`src/rtl/vslc_spi_pkg.sv`:
```
// Shared types and constants for the SPI EEPROM prefetch stage.
// Latency: n/a (declarations only).
// Backpressure: n/a.
package vslc_spi_pkg;

  localparam int ADDR_W = 8;
  localparam logic [7:0] EEPROM_READ_CMD = 8'h03;

  typedef enum logic [2:0] {
    IDLE,
    SELECT,
    CMD,
    ADDR,
    DATA,
    PAUSE,
    DESELECT
  } state_e;

endpackage

```
`src/rtl/byte_fifo.sv`:
```
// Small circular FIFO holding {data, addr} words for the prefetch stage.
// Latency: a push is visible at the head one cycle later; a pop advances the head next cycle.
// Backpressure: push dropped when full unless popped in the same cycle; flush beats push and pop.
module byte_fifo #(
  parameter int DEPTH = 4,
  parameter int W     = 16,
  localparam int AW   = $clog2(DEPTH)
) (
  input  logic         clk,
  input  logic         rst_n,
  input  logic         flush_i,
  input  logic         push_i,
  input  logic [W-1:0] push_dat_i,
  input  logic         pop_i,
  output logic [W-1:0] head_dat_o,
  output logic         head_vld_o,
  output logic [AW:0]  count_o
);

  localparam int CW = AW + 1;

  logic [W-1:0]  mem_q [DEPTH];
  logic [AW-1:0] wr_q, rd_q;
  logic [CW-1:0] count_q, count_d;
  logic          vld_q;
  logic          full, push_ok, pop_ok;

  assign full    = (count_q == CW'(DEPTH));
  assign pop_ok  = pop_i & vld_q & ~flush_i;
  assign push_ok = push_i & ~flush_i & (~full | pop_ok);
  assign count_d = flush_i ? '0 : (count_q + CW'(push_ok) - CW'(pop_ok));

  assign head_dat_o = mem_q[rd_q];
  assign head_vld_o = vld_q;
  assign count_o    = count_q;

  // Storage, pointers and a registered non-empty flag
  always_ff @(posedge clk or negedge rst_n) begin
    if (!rst_n) begin
      for (int i = 0; i < DEPTH; i++) mem_q[i] <= '0;
      wr_q    <= '0;
      rd_q    <= '0;
      count_q <= '0;
      vld_q   <= 1'b0;
    end else begin
      count_q <= count_d;
      vld_q   <= (count_d != '0);
      if (flush_i) begin
        wr_q <= '0;
        rd_q <= '0;
      end else begin
        if (push_ok) begin
          mem_q[wr_q] <= push_dat_i;
          wr_q        <= wr_q + AW'(1);
        end
        if (pop_ok) rd_q <= rd_q + AW'(1);
      end
    end
  end

endmodule

```
`src/rtl/spi_eeprom_prefetch.sv`:
```
// SPI mode-0 master streaming a 25xx EEPROM (READ 0x03 + 8-bit address) into a byte FIFO.
// Latency: cs_n falls 1 cycle after start; first byte_valid at 4+47*SCK_HALF cycles.
// Backpressure: when the FIFO would overflow, SCK parks low between bytes (never mid-byte).
module spi_eeprom_prefetch
  import vslc_spi_pkg::*;
#(
  parameter int DEPTH    = 4,
  parameter int SCK_HALF = 1
) (
  input  logic              clk,
  input  logic              rst_n,
  input  logic              start,
  input  logic [ADDR_W-1:0] start_addr,
  input  logic              stop,
  output logic [7:0]        byte_data,
  output logic [ADDR_W-1:0] byte_addr,
  output logic              byte_valid,
  input  logic              byte_ready,
  output logic              busy,
  output logic              spi_cs_n,
  output logic              spi_sck,
  output logic              spi_copi,
  input  logic              spi_cipo
);

  localparam int DSEL = (SCK_HALF > 2) ? SCK_HALF : 2;
  localparam int DW   = $clog2(DSEL + 1);
  localparam int CW   = $clog2(DEPTH) + 1;
  localparam logic [DW-1:0] HALF_END = DW'(SCK_HALF - 1);
  localparam logic [DW-1:0] DSEL_END = DW'(DSEL - 1);
  localparam logic [DW-1:0] DIV_ONE  = DW'(1);

  state_e            state_q;
  logic [DW-1:0]     div_q;
  logic [2:0]        bit_q;
  logic              sck_q, sck_prev_q, cs_n_q, busy_q, restart_q;
  logic [15:0]       tx_q;
  logic [ADDR_W-1:0] addr_q;
  logic [6:0]        rx_q;
  logic              cipo_s1_q, cipo_s2_q;
  logic [1:0]        cap_q, last_q;
  logic              flush, push, room, sample;
  logic [7:0]        push_byte;
  logic [CW-1:0]     fifo_count;
  logic [15:0]       head_dat;

  // Any start or stop discards buffered bytes and whatever is still in flight.
  assign flush     = start | stop;
  // Rising SCK of a data bit; cipo for it reaches cipo_s2_q two cycles later.
  assign sample    = sck_q & ~sck_prev_q & (state_q == DATA);
  assign push      = cap_q[1] & last_q[1];
  assign push_byte = {rx_q, cipo_s2_q};
  // A byte whose last bit is still in the synchroniser counts as already occupying a slot.
  assign room      = ({1'b0, fifo_count} + {{CW{1'b0}}, |last_q}) < (CW + 1)'(DEPTH);

  assign spi_cs_n  = cs_n_q;
  assign spi_sck   = sck_q;
  assign spi_copi  = tx_q[15];
  assign busy      = busy_q;
  assign byte_data = head_dat[15:8];
  assign byte_addr = head_dat[7:0];

  // Synchronise cipo and carry rise strobes down the 2-cycle pipeline to the shift register
  always_ff @(posedge clk or negedge rst_n) begin
    if (!rst_n) begin
      cipo_s1_q  <= 1'b0;
      cipo_s2_q  <= 1'b0;
      sck_prev_q <= 1'b0;
      cap_q      <= '0;
      last_q     <= '0;
      rx_q       <= '0;
    end else begin
      cipo_s1_q  <= spi_cipo;
      cipo_s2_q  <= cipo_s1_q;
      sck_prev_q <= sck_q;
      if (flush) begin
        cap_q  <= '0;
        last_q <= '0;
      end else begin
        cap_q  <= {cap_q[0], sample};
        last_q <= {last_q[0], sample & (bit_q == 3'd7)};
      end
      if (cap_q[1]) rx_q <= push_byte[6:0];
    end
  end

  // Stream sequencer: chip select, SCK divider, bit counter and command/address shifter
  always_ff @(posedge clk or negedge rst_n) begin
    if (!rst_n) begin
      state_q   <= IDLE;
      div_q     <= '0;
      bit_q     <= '0;
      sck_q     <= 1'b0;
      cs_n_q    <= 1'b1;
      busy_q    <= 1'b0;
      restart_q <= 1'b0;
      tx_q      <= '0;
      addr_q    <= '0;
    end else begin
      if (push) addr_q <= addr_q + 8'd1;
      if (start && state_q == IDLE) begin
        state_q <= SELECT;
        cs_n_q  <= 1'b0;
        div_q   <= '0;
        tx_q    <= {EEPROM_READ_CMD, start_addr};
        addr_q  <= start_addr;
        busy_q  <= 1'b1;
      end else if ((start || stop) && state_q != IDLE) begin
        // Abort: deselect immediately; a start re-enters SELECT after the gap.
        state_q   <= DESELECT;
        cs_n_q    <= 1'b1;
        sck_q     <= 1'b0;
        div_q     <= '0;
        tx_q      <= '0;
        restart_q <= start;
        busy_q    <= start;
        if (start) addr_q <= start_addr;
      end else begin
        case (state_q)
          IDLE: ;
          SELECT: begin
            if (div_q == HALF_END) begin
              div_q   <= '0;
              sck_q   <= 1'b1;
              bit_q   <= '0;
              state_q <= CMD;
            end else begin
              div_q <= div_q + DIV_ONE;
            end
          end
          CMD, ADDR, DATA: begin
            if (div_q != HALF_END) begin
              div_q <= div_q + DIV_ONE;
            end else begin
              div_q <= '0;
              if (sck_q) begin
                sck_q <= 1'b0;
                tx_q  <= {tx_q[14:0], 1'b0};
              end else if (bit_q != 3'd7) begin
                sck_q <= 1'b1;
                bit_q <= bit_q + 3'd1;
              end else begin
                bit_q <= '0;
                if (state_q == CMD) begin
                  state_q <= ADDR;
                  sck_q   <= 1'b1;
                end else if (state_q == ADDR) begin
                  state_q <= DATA;
                  sck_q   <= 1'b1;
                end else if (room) begin
                  sck_q <= 1'b1;
                end else begin
                  state_q <= PAUSE;
                end
              end
            end
          end
          PAUSE: begin
            if (room) begin
              state_q <= DATA;
              sck_q   <= 1'b1;
              div_q   <= '0;
            end
          end
          DESELECT: begin
            if (div_q == DSEL_END) begin
              div_q     <= '0;
              restart_q <= 1'b0;
              if (restart_q) begin
                state_q <= SELECT;
                cs_n_q  <= 1'b0;
                tx_q    <= {EEPROM_READ_CMD, addr_q};
              end else begin
                state_q <= IDLE;
              end
            end else begin
              div_q <= div_q + DIV_ONE;
            end
          end
          default: state_q <= IDLE;
        endcase
      end
    end
  end

  byte_fifo #(
    .DEPTH (DEPTH),
    .W     (16)
  ) u_fifo (
    .clk        (clk),
    .rst_n      (rst_n),
    .flush_i    (flush),
    .push_i     (push),
    .push_dat_i ({push_byte, addr_q}),
    .pop_i      (byte_ready),
    .head_dat_o (head_dat),
    .head_vld_o (byte_valid),
    .count_o    (fifo_count)
  );

endmodule

```
`config.mk`:
```
export PLATFORM = sky130hd
export DESIGN_NAME = spi_eeprom_prefetch
export DESIGN_NICKNAME = d
export VERILOG_FILES = /design/src/rtl/vslc_spi_pkg.sv /design/src/rtl/byte_fifo.sv /design/src/rtl/spi_eeprom_prefetch.sv
export SDC_FILE = /design/constraint.sdc
export NUM_CORES = 1
export LEC_CHECK = 0
export CORE_MARGIN = 8
export CORE_UTILIZATION = 50
export CTS_CLUSTER_DIAMETER = 80
export DETAILED_ROUTE_END_ITERATION = 8
export GPL_TIMING_DRIVEN = 0
export HOLD_SLACK_MARGIN = 0.02
export PLACE_DENSITY = 0.79
export REMOVE_ABC_BUFFERS = 1
export SLEW_MARGIN = 20
export SYNTH_ARGS = -nofsm -noshare
export SYNTH_HDL_FRONTEND = slang
export SYNTH_SLANG_ARGS = --single-unit
```
`constraint.sdc`:
```
create_clock -name clk -period 3.8 [get_ports clk]
set_input_delay 0.95 -clock clk [delete_from_list [all_inputs] [get_ports clk]]
set_output_delay 0.95 -clock clk [all_outputs]
set_load 0.01 [all_outputs]
```
# After elaboration in Yosys (flattened, before gate mapping)
# Cells that the tools add are included.
[totals]
regBits = 122
latch_bits = 0
ram_bits = 0
rom_bits = 0
input_bits = 14
out_inout_bits = 21
memories = 0
[classes]
addsub = 8
multipliers = 0
n_div = 0
n_lt_le_gt_ge = 4
n_eq_ne = 26
shifts = 0
mux = 69
bitwise = 17
reduce_logical = 31
[op_table]
columns = ["operator", "n"]
rows = [
  ["$mux 16", 9],
  ["$bwmux 64", 1],
  ["$mux 3", 16],
  ["$bmux 16 s2", 1],
  ["$demux 16 s2", 1],
  ["$mux 8", 4],
  ["$ne 4x4->1 const B", 8],
  ["$pmux 16 s2", 1],
  ["$mux 2", 12],
  ["$mux 1", 20],
  ["$eq 3x3->1 const B", 5],
  ["$pmux 3 s5", 1],
  ["$reduce_bool 3->1", 5],
  ["$reduce_bool 2->1", 7],
  ["$ne 3x3->1 const B", 4],
  ["$reduce_and 5->1", 2],
  ["$add 8x1->8 const B", 1],
  ["$and 1x1->1", 8],
  ["$pmux 2 s4", 1],
  ["$reduce_and 8->1", 1],
  ["$reduce_bool 4->1", 2],
  ["$add 2x1->2 const B", 3],
  ["$eq 3x2->1 const B", 2],
  ["$ge 3x3->1 const B", 2],
  ["26 further kinds", 38],
]

# Logic depth before layout (Yosys ltp)
# Gate-level depths: netlist of the first run.
[depth]
ltp_word = 12
mapped_depth = 12
mapped_depth_nobuf = 10

# By module
# Synthesis of the first run repeated with hierarchy kept, for this count alone.
[hier_totals]
cells_unflattened = 461
area_unflattened_um2 = 6107.1
[modules_own_cells]
columns = ["module", "n_inst", "cells_each", "area_per_inst_um2", "seq_area_each_um2"]
rows = [
  ["byte_fifo", 1, 201, 3286.9, 1801.7],
  ["spi_eeprom_prefetch", 1, 260, 2820.2, 1252.5],
]

# Worst setup path after synthesis of the first run
# No wires, ideal clock.
[synth_timing]
path_type = "input-to-reg"
start = "input port start"
end = "register u_fifo.vld_q, in the netlist u_fifo.head_vld_o"
t_arrival_ps = 2929
required_time_ps = 3669
setup_slack_ps = 740
cell_stages = 11
path_cell_list = "or2_2 -> clkbuf_1 -> buf_2 -> nor2_1 -> ha_1 -> inv_1 -> ha_1 -> inv_1 -> fa_1 -> nor2_1 -> or3_1"
[synth_via]
elab_chain_len = 9
word_cells_on_any_way = 10
classes_between = "add/sub (2); mux (1); bitwise (6); reduce/logical (1)"
[synth_lines]
columns = ["item", "line_no", "rtl"]
rows = [
  ["start: declaration", "spi_eeprom_prefetch.sv:12", "input logic start,"],
  ["$or 1x1->1 (*)", "spi_eeprom_prefetch.sv:48", "assign flush = start | stop;"],
  ["$not 1->1 (no line)", "-", ""],
  ["$and 1x1->1", "byte_fifo.sv:29", "assign pop_ok = pop_i & vld_q & ~flush_i;"],
  ["$or 1x1->1", "byte_fifo.sv:30", "assign push_ok = push_i & ~flush_i & (~full | pop_ok);"],
  ["$and 1x1->1", "byte_fifo.sv:30", ""],
  ["$add 3x1->3", "byte_fifo.sv:31", "assign count_d = flush_i ? '0 : (count_q + CW'(push_ok) - CW'(pop_ok));"],
  ["$sub 3x1->3", "byte_fifo.sv:31", ""],
  ["$mux 3 (*)", "byte_fifo.sv:31", ""],
  ["net u_fifo.count_d[1]", "byte_fifo.sv:24", "logic [CW-1:0] count_q, count_d;"],
  ["$reduce_bool 3->1 (*)", "byte_fifo.sv:47", "vld_q <= (count_d != '0);"],
  ["end signal: assignment", "byte_fifo.sv:47", ""],
  ["end: declaration", "byte_fifo.sv:25", "logic vld_q;"],
]
# Mark *: on every way through the listed nets, which the timed path passes. The rest lies on a longest branch.
# A chain may end at the register's enable or synchronous reset.

# Final worst setup path of the first run
# Ends and elaborated chain as after synthesis.

==> summary.md, run 1 <==
| Metric | Value |
|---|---|
| R2r endpoint | tx_q[9]$_DFFE_PN0P_ |
| CTS buffer count | 17 |
| Antenna viol nets, final | 0 |
| Via Count | 3843 |
| RSZ-0062 raised after global routing | no |
| Yosys warns | 0 |
| Multi-input logic area | 2690 sq um |
| Fmax | 297 MHz |
| Row cnt | 40 |
| Final HPWL DP | 7810 um |
| Main synth FF type | dfrtp_1 |
| Post-synth EDFFs | 0 |
| HP Start | cipo_s1_q$_DFF_PN0_ |
| Reg2reg start | state_q[2]$_DFFE_PN0P_ |
| Antenna violations before repair | 0 |
| Die footprint | 15800 sq um |
| Post-Syn Instances | 482 |
| Slew margin rel. | 37.0% |
| Initial Util | 50.6% |
| # fillers | 972 |
| Total power after layout | 3.65 mW |
| CP Buf/Inv Count | 3 |
| Register area share after synthesis | 50.7% |
| Leakage power | 3.18 nW |
| Req. time, crit path | 4.08 ns |
| Placed cell area | 6330 sq um |
| Pre-antenna DRT Iters | 5 |
| Post-layout util | 58.4% |
| Period utilization | 88.6% |
| Root Buffer | clkbuf_16 |
| GRT overflow | 0 |
| Crit path launch type | primary input |
| Clock skew | 0.00912 ns |
| Avg WL per Cell | 18.1 um |
| Avg Vias per Cell | 5.81 |
| CP max FO | 23 |
| H-tree depth | 4 |
| Arrival time worst endpoint | 3.64 ns |
| First-pass GRT wire length | 20300 um |
| Number of synthesized register bits | 122 |
| Final-report hold violation count | 0 |
| Crit. End Element | flop |
| Cell area power density | 525 nW/um^2 |
| DRC Markers | 0 |
| Worst hold stages | 0 |
| Commonest cells after routing, fill and taps aside | dfrtp_1 (120), mux2_2 (75), nand2_1 (49), clkdlybuf4s50_1 (32), o21ai_0 (23) |
| Min-delay worst type | reg2reg |
| Minimum clock period | 3.37 ns |
| Final instance area | 6960 sq um |
| IO Port Bufs | 34 |
| Final WL | 12000 um |
| Final setup violation count | 0 |
| FF-to-FF setup slack | 1.18 ns |
| Yosys top cell by area | dfrtp_1 |
| Final net count | 531 |
| Synth-to-Final Area Change | 15.4% |
| Setup TNS | 0 ns |
| Worst R2R Path Depth | 5 |
| Cts hold-fix bufs | 0 |
| Sequential Area | 3060 sq um |
| 1st-iter DRT viols | 353 |
| Cell at the slowest stage of the critical path | dlymetal6s2s_1 |
| Total GRT Usage | 16.0% |
| Core area | 11900 sq um |
| Syn_area_per_cell | 12.5 sq um |
| Hold EP | cipo_s2_q$_DFF_PN0_ |
| Status | finished clean |
| Max Transition Viols Final | 0 |
| Hold slack | 0.345 ns |
| Area contributors post-synth | dfrtp_1 (50%), mux2_2 (14%), mux4_2 (6.0%), nand2_1 (3.1%), ha_1 (2.9%) |
| Clock buffer depth | 2 |
| TritonCTS Sinks | 122 |
| Die Ht | 126 um |
| Share of cells above drive strength 1 | 28.5% |
| Commonest non-fill, non-tap cell in the layout | dfrtp_1 |
| Synth async-reset ratio | 100% |
| Top-level port count | 35 |
| Worst-Margin Slew | 0.944 ns |
| Largest net degree at the start of global routing | 67 |
| # Post-CTS Setup Buffers | 0 |
| CTS clk-pin slew, worst paths | 0.05 ns |
| Cell Chain, Critical Path | dlymetal6s2s_1 > or2_2 > nor2_1 > ha_1 > inv_1 > ha_1 > inv_1 > fa_1 > nor2_1 > or3_1 |
| Crit Path Class | in2reg |
| Skew-Pair Late Insertion Delay | 0.41 ns |
| Crit path max-delay family | simple AND/OR/NAND/NOR gates |
| GP Congestion | 0.787 |
| N_diodes | 0 |
| CP max stage delay | 0.70 ns |
| Top-area cell type share of the netlist area | 50.2% |
| Max VDD drop | 0.399 mV |
| CTS tree | built |
| Horiz. Die Dim | 126 um |
| Number of max-cap violations | 0 |
| Vias in the first global route | 4101 |
| Number of unique standard cell types used by synthesis | 60 |
| Worst path depth | 10 |
| Post-Syn Area | 6030 sq um |
-- where the power goes --
| group | internal, mW | switching [mW] | leakage [nW] | total (mW) |
|---|---|---|---|---|
| logic | 0.221 | 0.280 | 1.23 | 0.502 |
| clock network | 1.05 | 0.556 | 0.296 | 1.61 |
| registers | 1.39 | 0.152 | 1.66 | 1.54 |
-- cell usage after synthesis (all sizes together) (2+ instances only) --
cell,n
o32ai,2
nand2b,2
a211oi,2
mux4,16
o21ai,25
xor2,5
nand3,6
a22o,6
nor2b,3
a31oi,2
clkbuf,11
nand2,49
nand4,2
o31ai,11
mux2i,7
and2,10
nor3,6
a21o,4
a221oi,7
nor2,21
xnor2,5
ha,14
inv,13
buf,23
or3,4
and3b,2
a21oi,9
mux2,75
a22oi,2
dfrtp,121
-- worst max-delay path by stage --
stage / from / slack [ns] / endpoint
floorplan: start / 0.84 / u_fifo.head_vld_o$_DFF_PN0_
global placement: rst_n / -2.64 / bit_q[0]$_DFFE_PN0P_
detailed placement: start / -0.69 / u_fifo.mem_q[47]$_DFFE_PN0P_
CTS: start / 0.003 / u_fifo.head_vld_o$_DFF_PN0_
global route: start / 0.24 / u_fifo.head_vld_o$_DFF_PN0_
finish: start / 0.43 / u_fifo.head_vld_o$_DFF_PN0_
-- routing by layer --
| metal | up-vias | part of all wire (%) | global-route usage (%) |
|---|---|---|---|
| li1 | 1767 | - | - |
| met4 | 0 | 1.1 | 5.10 |
| met2 | 92 | 52 | 27.6 |
| met3 | 14 | 4.3 | 4.47 |
| met1 | 1970 | 42 | 19.1 |
| met5 | - | 0 | 0 |
-- area by class of cell --
class	instances	share of cell area (%)
tap	147	2.64
timing repair buffer	35	5.34
multi-input combinational	313	38.6
clock inverter	9	1.60
inverter	13	0.702
clock buffer	23	7.16
sequential	122	43.9
-- worst register-to-register path: stages (launching register included) --
cell and delay, ns:
dfrtp_1 0.77, nor2b_1 0.50, and3_2 0.38, a32o_2 0.57, a21oi_1 0.10, a21o_2 0.21
-- flip-flops by register name (all words and copies together) (netlist names) --
name               cells
u_fifo.rd_q            2
u_fifo.wr_q            2
spi_cs_n               1
rx_q                   7
u_fifo.count_o         3
state_q                3
u_fifo.mem_q          64
cipo_s2_q              1
div_q                  2
cap_q                  2
u_fifo.head_vld_o      1
sck_prev_q             1
tx_q                  16
restart_q              1
spi_sck                1
last_q                 2
cipo_s1_q              1
bit_q                  3
addr_q                 8
busy                   1
-- per-stage QoR --
stage / instances / setup WS [ns]
after floorplan: 448 / 0.842
after global placement: 629 / -2.64
after detailed placement: 630 / -0.693
after CTS: 662 / 0.00254
after global routing: 662 / 0.239
final: 662 / 0.434
-- logic make-up (layout without fill, tap and decap cells) --
| group | after synthesis | after routing | share of synthesized area, % |
|---|---|---|---|
| flip-flops | 122 | 122 | 50.7 |
| AND/OR/NAND/NOR | 111 | 111 | 8.95 |
| multiplexers | 98 | 98 | 21.2 |
| AO/OA/AOI/OAI | 79 | 79 | 9.57 |
| buffers and inverters | 47 | 80 | 4.96 |
| adder cells (fa/ha/maj) | 15 | 15 | 3.24 |
| XOR/XNOR | 10 | 10 | 1.45 |
-- what timing repair did --
item / 4_1_cts / 5_1_grt
gates resized for setup: 6 / 1
endpoints found under the setup margin: 65 / 1
hold endpoints to repair: 0 / 0
Note: power is estimated with default switching activity, not from simulation.
==> inputs of run 2 (changes only) <==
--- a/config.mk
+++ b/config.mk
@@ -16,4 +16,5 @@
 export SLEW_MARGIN = 20
 export SYNTH_ARGS = -nofsm -noshare
 export SYNTH_HDL_FRONTEND = slang
+export SYNTH_HIERARCHICAL = 1
 export SYNTH_SLANG_ARGS = --single-unit
==> run 2 against run 1 <==
Compared with the run above: core utilization grew 0.72 points; critical path depth grew 2; register-to-register slack lost 0.50 ns.
==> summary.md, run 2 <==
| Metric | Value |
|---|---|
| Share of cells above drive strength 1 | 32.1% (+3.5 points) |
| Syn_area_per_cell | 13.2 sq um (+5.9%) |
| Top-level port count | 35 (unchanged) |
| Main synth FF type | dfrtp_1 |
| 1st-iter DRT viols | 222 (-37%) |
| Cts hold-fix bufs | 0 (unchanged) |
| N_diodes | 0 (unchanged) |
| Status | finished clean |
| CP max stage delay | 0.79 ns (+0.09 ns) |
| Row cnt | 40 (unchanged) |
| Most flops, register | u_fifo/mem_q |
| Final instance area | 7070 sq um (+1.7%) |
| Initial Util | 51.1% (+0.46 points) |
| Die footprint | 16000 sq um (+1.2%) |
| Synth async-reset ratio | 100% (unchanged) |
| Avg WL per Cell | 18.0 um (-0.16%) |
| Yosys warns | 6 (+6) |
| Synth-to-Final Area Change | 15.8% |
| Slew margin rel. | 25.9% (-11 points) |
| Final-report hold violation count | 0 (unchanged) |
| GR Util met3 | 4.94% (+0.47 points) |
| Register area share after synthesis | 50.0% (-0.66 points) |
| Minimum clock period | 3.60 ns (+0.237 ns) |
| Period utilization | 94.8% (+6.2 points) |
| Root Buffer | clkbuf_16 |
| CTS tree | built |
| # fillers | 917 (-5.7%) |
| Post-Synth Simple-Gate Area | 9.01% (+0.067 points) |
| Yosys top cell by area | dfrtp_1 |
| IO Port Bufs | 34 (unchanged) |
| Cell area power density | 505 nW/um^2 (-3.7%) |
| Post_cts resized | 1 (-5) |
| Synth cell count leaders | dfrtp_1 (121), mux2_2 (80), nand2_1 (28) |
| Post-Syn Area | 6110 sq um (+1.3%) |
| Xor/xnor share of the synthesized area | 1.66% (+0.21 points) |
| Clock skew | 0.00631 ns (-0.00280 ns) |
| Antenna viol nets, final | 0 (unchanged) |
| Min-delay worst type | reg2reg |
| Horiz. Die Dim | 127 um (+0.58%) |
| Final net count | 520 (-2.1%) |
| CP most frequent cell | nor2_1 |
| Largest net degree at the start of global routing | 69 (+3.0%) |
| Pre-antenna DRT Iters | 5 (unchanged) |
| Fmax | 278 MHz (-6.6%) |
| H-tree depth | 4 (unchanged) |
| GR peak layer | met2 |
| Number of synthesized register bits | 122 (unchanged) |
| Total GRT Usage | 15.9% (-0.17 points) |
| First-pass GRT wire length | 20200 um (-0.58%) |
| GP Congestion | 0.851 (+8.1%) |
| Skew-Pair Late Insertion Delay | 0.41 ns (about the same) |
| Cell Chain, Critical Path | dlygate4sd2_1 > nor2_1 > inv_2 > nor2_1 > ha_1 > inv_1 > ha_1 > inv_1 > fa_1 > xnor3_1 > nor2_1 > or3_1 |
| Number of max-cap violations | 0 (unchanged) |
| CP max FO | 27 (+17%) |
| Cell at the slowest stage of the critical path | dlygate4sd2_1 |
| Worst hold stages | 0 (unchanged) |
| Top flop regs | u_fifo/mem_q (64), tx_q (16), addr_q (8) |
| GRT overflow | 0 (unchanged) |
| Crit Path Class | in2reg |
| Antenna violations before repair | 0 (unchanged) |
| Met1 usage | 19.7% (+0.57 points) |
| Vias in the first global route | 3938 (-4.0%) |
| Final WL | 11800 um (-1.7%) |
| # Post-CTS Setup Buffers | 0 (unchanged) |
| Worst-Margin Slew | 1.11 ns (+0.167 ns) |
| Post-synthesis compound-gate area fraction | 7.23% (-2.3 points) |
| Max VDD drop | 0.279 mV (-30%) |
| Crit path launch type | primary input |
| Placed cell area | 6480 sq um (+2.4%) |
| DRC Markers | 0 (unchanged) |
| Synthesized-area fraction occupied by adder cells | 2.99% (-0.25 points) |
| RSZ-0062 raised after global routing | no |
| CTS clk-pin slew, worst paths | 0.05 ns (about the same) |
| Crit. End Element | flop |
| Commonest non-fill, non-tap cell in the layout | dfrtp_1 |
| Number of unique standard cell types used by synthesis | 69 (+15%) |
| Final HPWL DP | 7640 um (-2.1%) |
| Largest family of logic cells by synthesized area | multiplexers |
| Worst R2R Path Depth | 11 (+6) |
| Via Count | 3755 (-2.3%) |
| Pre-CTS setup slack | -0.547 ns (+0.146 ns) |
| Met2 GRT Util | 25.7% (-1.9 points) |
| Post-Syn Instances | 461 (-4.4%) |
| Post-synth EDFFs | 0 (unchanged) |
| Arrival time worst endpoint | 3.89 ns (+0.25 ns) |
| Most numerous cell in the Yosys netlist | dfrtp_1 |
| Leakage power | 3.23 nW (+1.6%) |
| Max FFs per register | 64 (unchanged) |
| Hold slack | 0.346 ns (+0.00110 ns) |
| Core area | 12000 sq um (+0.42%) |
| Req. time, crit path | 4.09 ns (about the same) |
| Commonest cells after routing, fill and taps aside | dfrtp_1 (120), mux2_2 (80), clkdlybuf4s50_1 (32), nand2_1 (28), o21ai_0 (19) |
| Max Transition Viols Final | 0 (unchanged) |
| TritonCTS Sinks | 122 (unchanged) |
| Multiplexer share of the synthesized area | 25.5% (+4.3 points) |
| Final setup violation count | 0 (unchanged) |
| Area contributors post-synth | dfrtp_1 (50%), mux2_2 (15%), mux4_2 (5.9%), ha_1 (2.7%), mux2_4 (2.5%) |
| CTS buffer count | 17 (unchanged) |
| Top-area cell type share of the netlist area | 49.6% (-0.66 points) |
| Post-route setup slack | 0.197 ns (-0.237 ns) |
| Clock buffer depth | 2 (unchanged) |
| Avg Vias per Cell | 5.76 (-0.79%) |
| Die Ht | 127 um (+0.58%) |
[run 2: cell types whose count changed after synthesis, moves of 6 or more]
cell / delta
a221oi_1: -6
a22o_1: -6
o31ai_1: -11
mux2_4: +10
nand2_1: -21
buf_4: -9
and3_1: +7
[run 2: kinds of logic (layout without fill, tap and decap cells)]
| kind of cell | after synthesis | in the layout |
|---|---|---|
| DFF | 122 | 122 |
| xor gates and xnor gates | 10 | 10 |
| muxes | 120 | 120 |
| and+or+nand+nor | 99 | 99 |
| adders and majority gates | 14 | 14 |
| AOI/OAI and AO/OA | 61 | 61 |
| buffers and inverters | 35 | 79 |
[run 2: where the power goes]
group          internal (mW)  switching [mW]
clock                  0.985           0.592
sequential              1.36           0.111
combinational          0.236           0.289
total                   2.58           0.992
[run 2: critical path, delay by kind of cell]
family / cells / cell delay [ns]
XOR/XNOR: 1 / 0.21
buffers and inverters: 4 / 1.24
AND/OR/NAND/NOR: 4 / 0.70
adder cells (fa/ha/maj): 3 / 0.79
[run 2: cell type report]
cell class	count	area, sq um	share of cell area, %
sequential	122	3060	43.2
clock inverter	13	144	2.04
clock buffer	19	443	6.26
timing repair buffer	35	368	5.20
inverter	12	45.0	0.637
tap	147	184	2.60
multi-input combinational	304	2830	40.0
[run 2: routing by layer]
layer  part of all wire (%)  wire length [um]  up-vias
met5                      0                 0        -
met4                    1.4               164        0
met3                    3.9               456       15
met2                     51              6060       78
met1                     43              5080     1932
li1                       -                 -     1730
[run 2: worst paths after layout]
check	startpoint	end	slack, ns
min in group asynchronous	rst_n	u_fifo/mem_q[56]$_DFFE_PN0P_	0.49
hold / removal	cipo_s1_q$_DFF_PN0_	cipo_s2_q$_DFF_PN0_	0.35
setup / recovery	start	u_fifo/head_vld_o$_DFF_PN0_	0.20
hold reg to reg	cipo_s1_q$_DFF_PN0_	cipo_s2_q$_DFF_PN0_	0.35
setup reg to reg	cap_q[1]$_DFF_PN0_	u_fifo/head_vld_o$_DFF_PN0_	0.68
max in group asynchronous	rst_n	spi_cs_n$_DFFE_PN1P_	2.56
[run 2: per-stage QoR]
stage          setup TNS, ns  utilization (%)  power, mW  cells
3_3_place_gp         -347.02             54.0       1.98    619
6_report                   0             59.1       3.57    652
4_1_cts                    0             59.1       3.60    652
3_5_place_dp          -22.68             54.2       2.01    620
2_1_floorplan              0                -       1.85    438
5_1_grt                    0             59.1       3.72    652
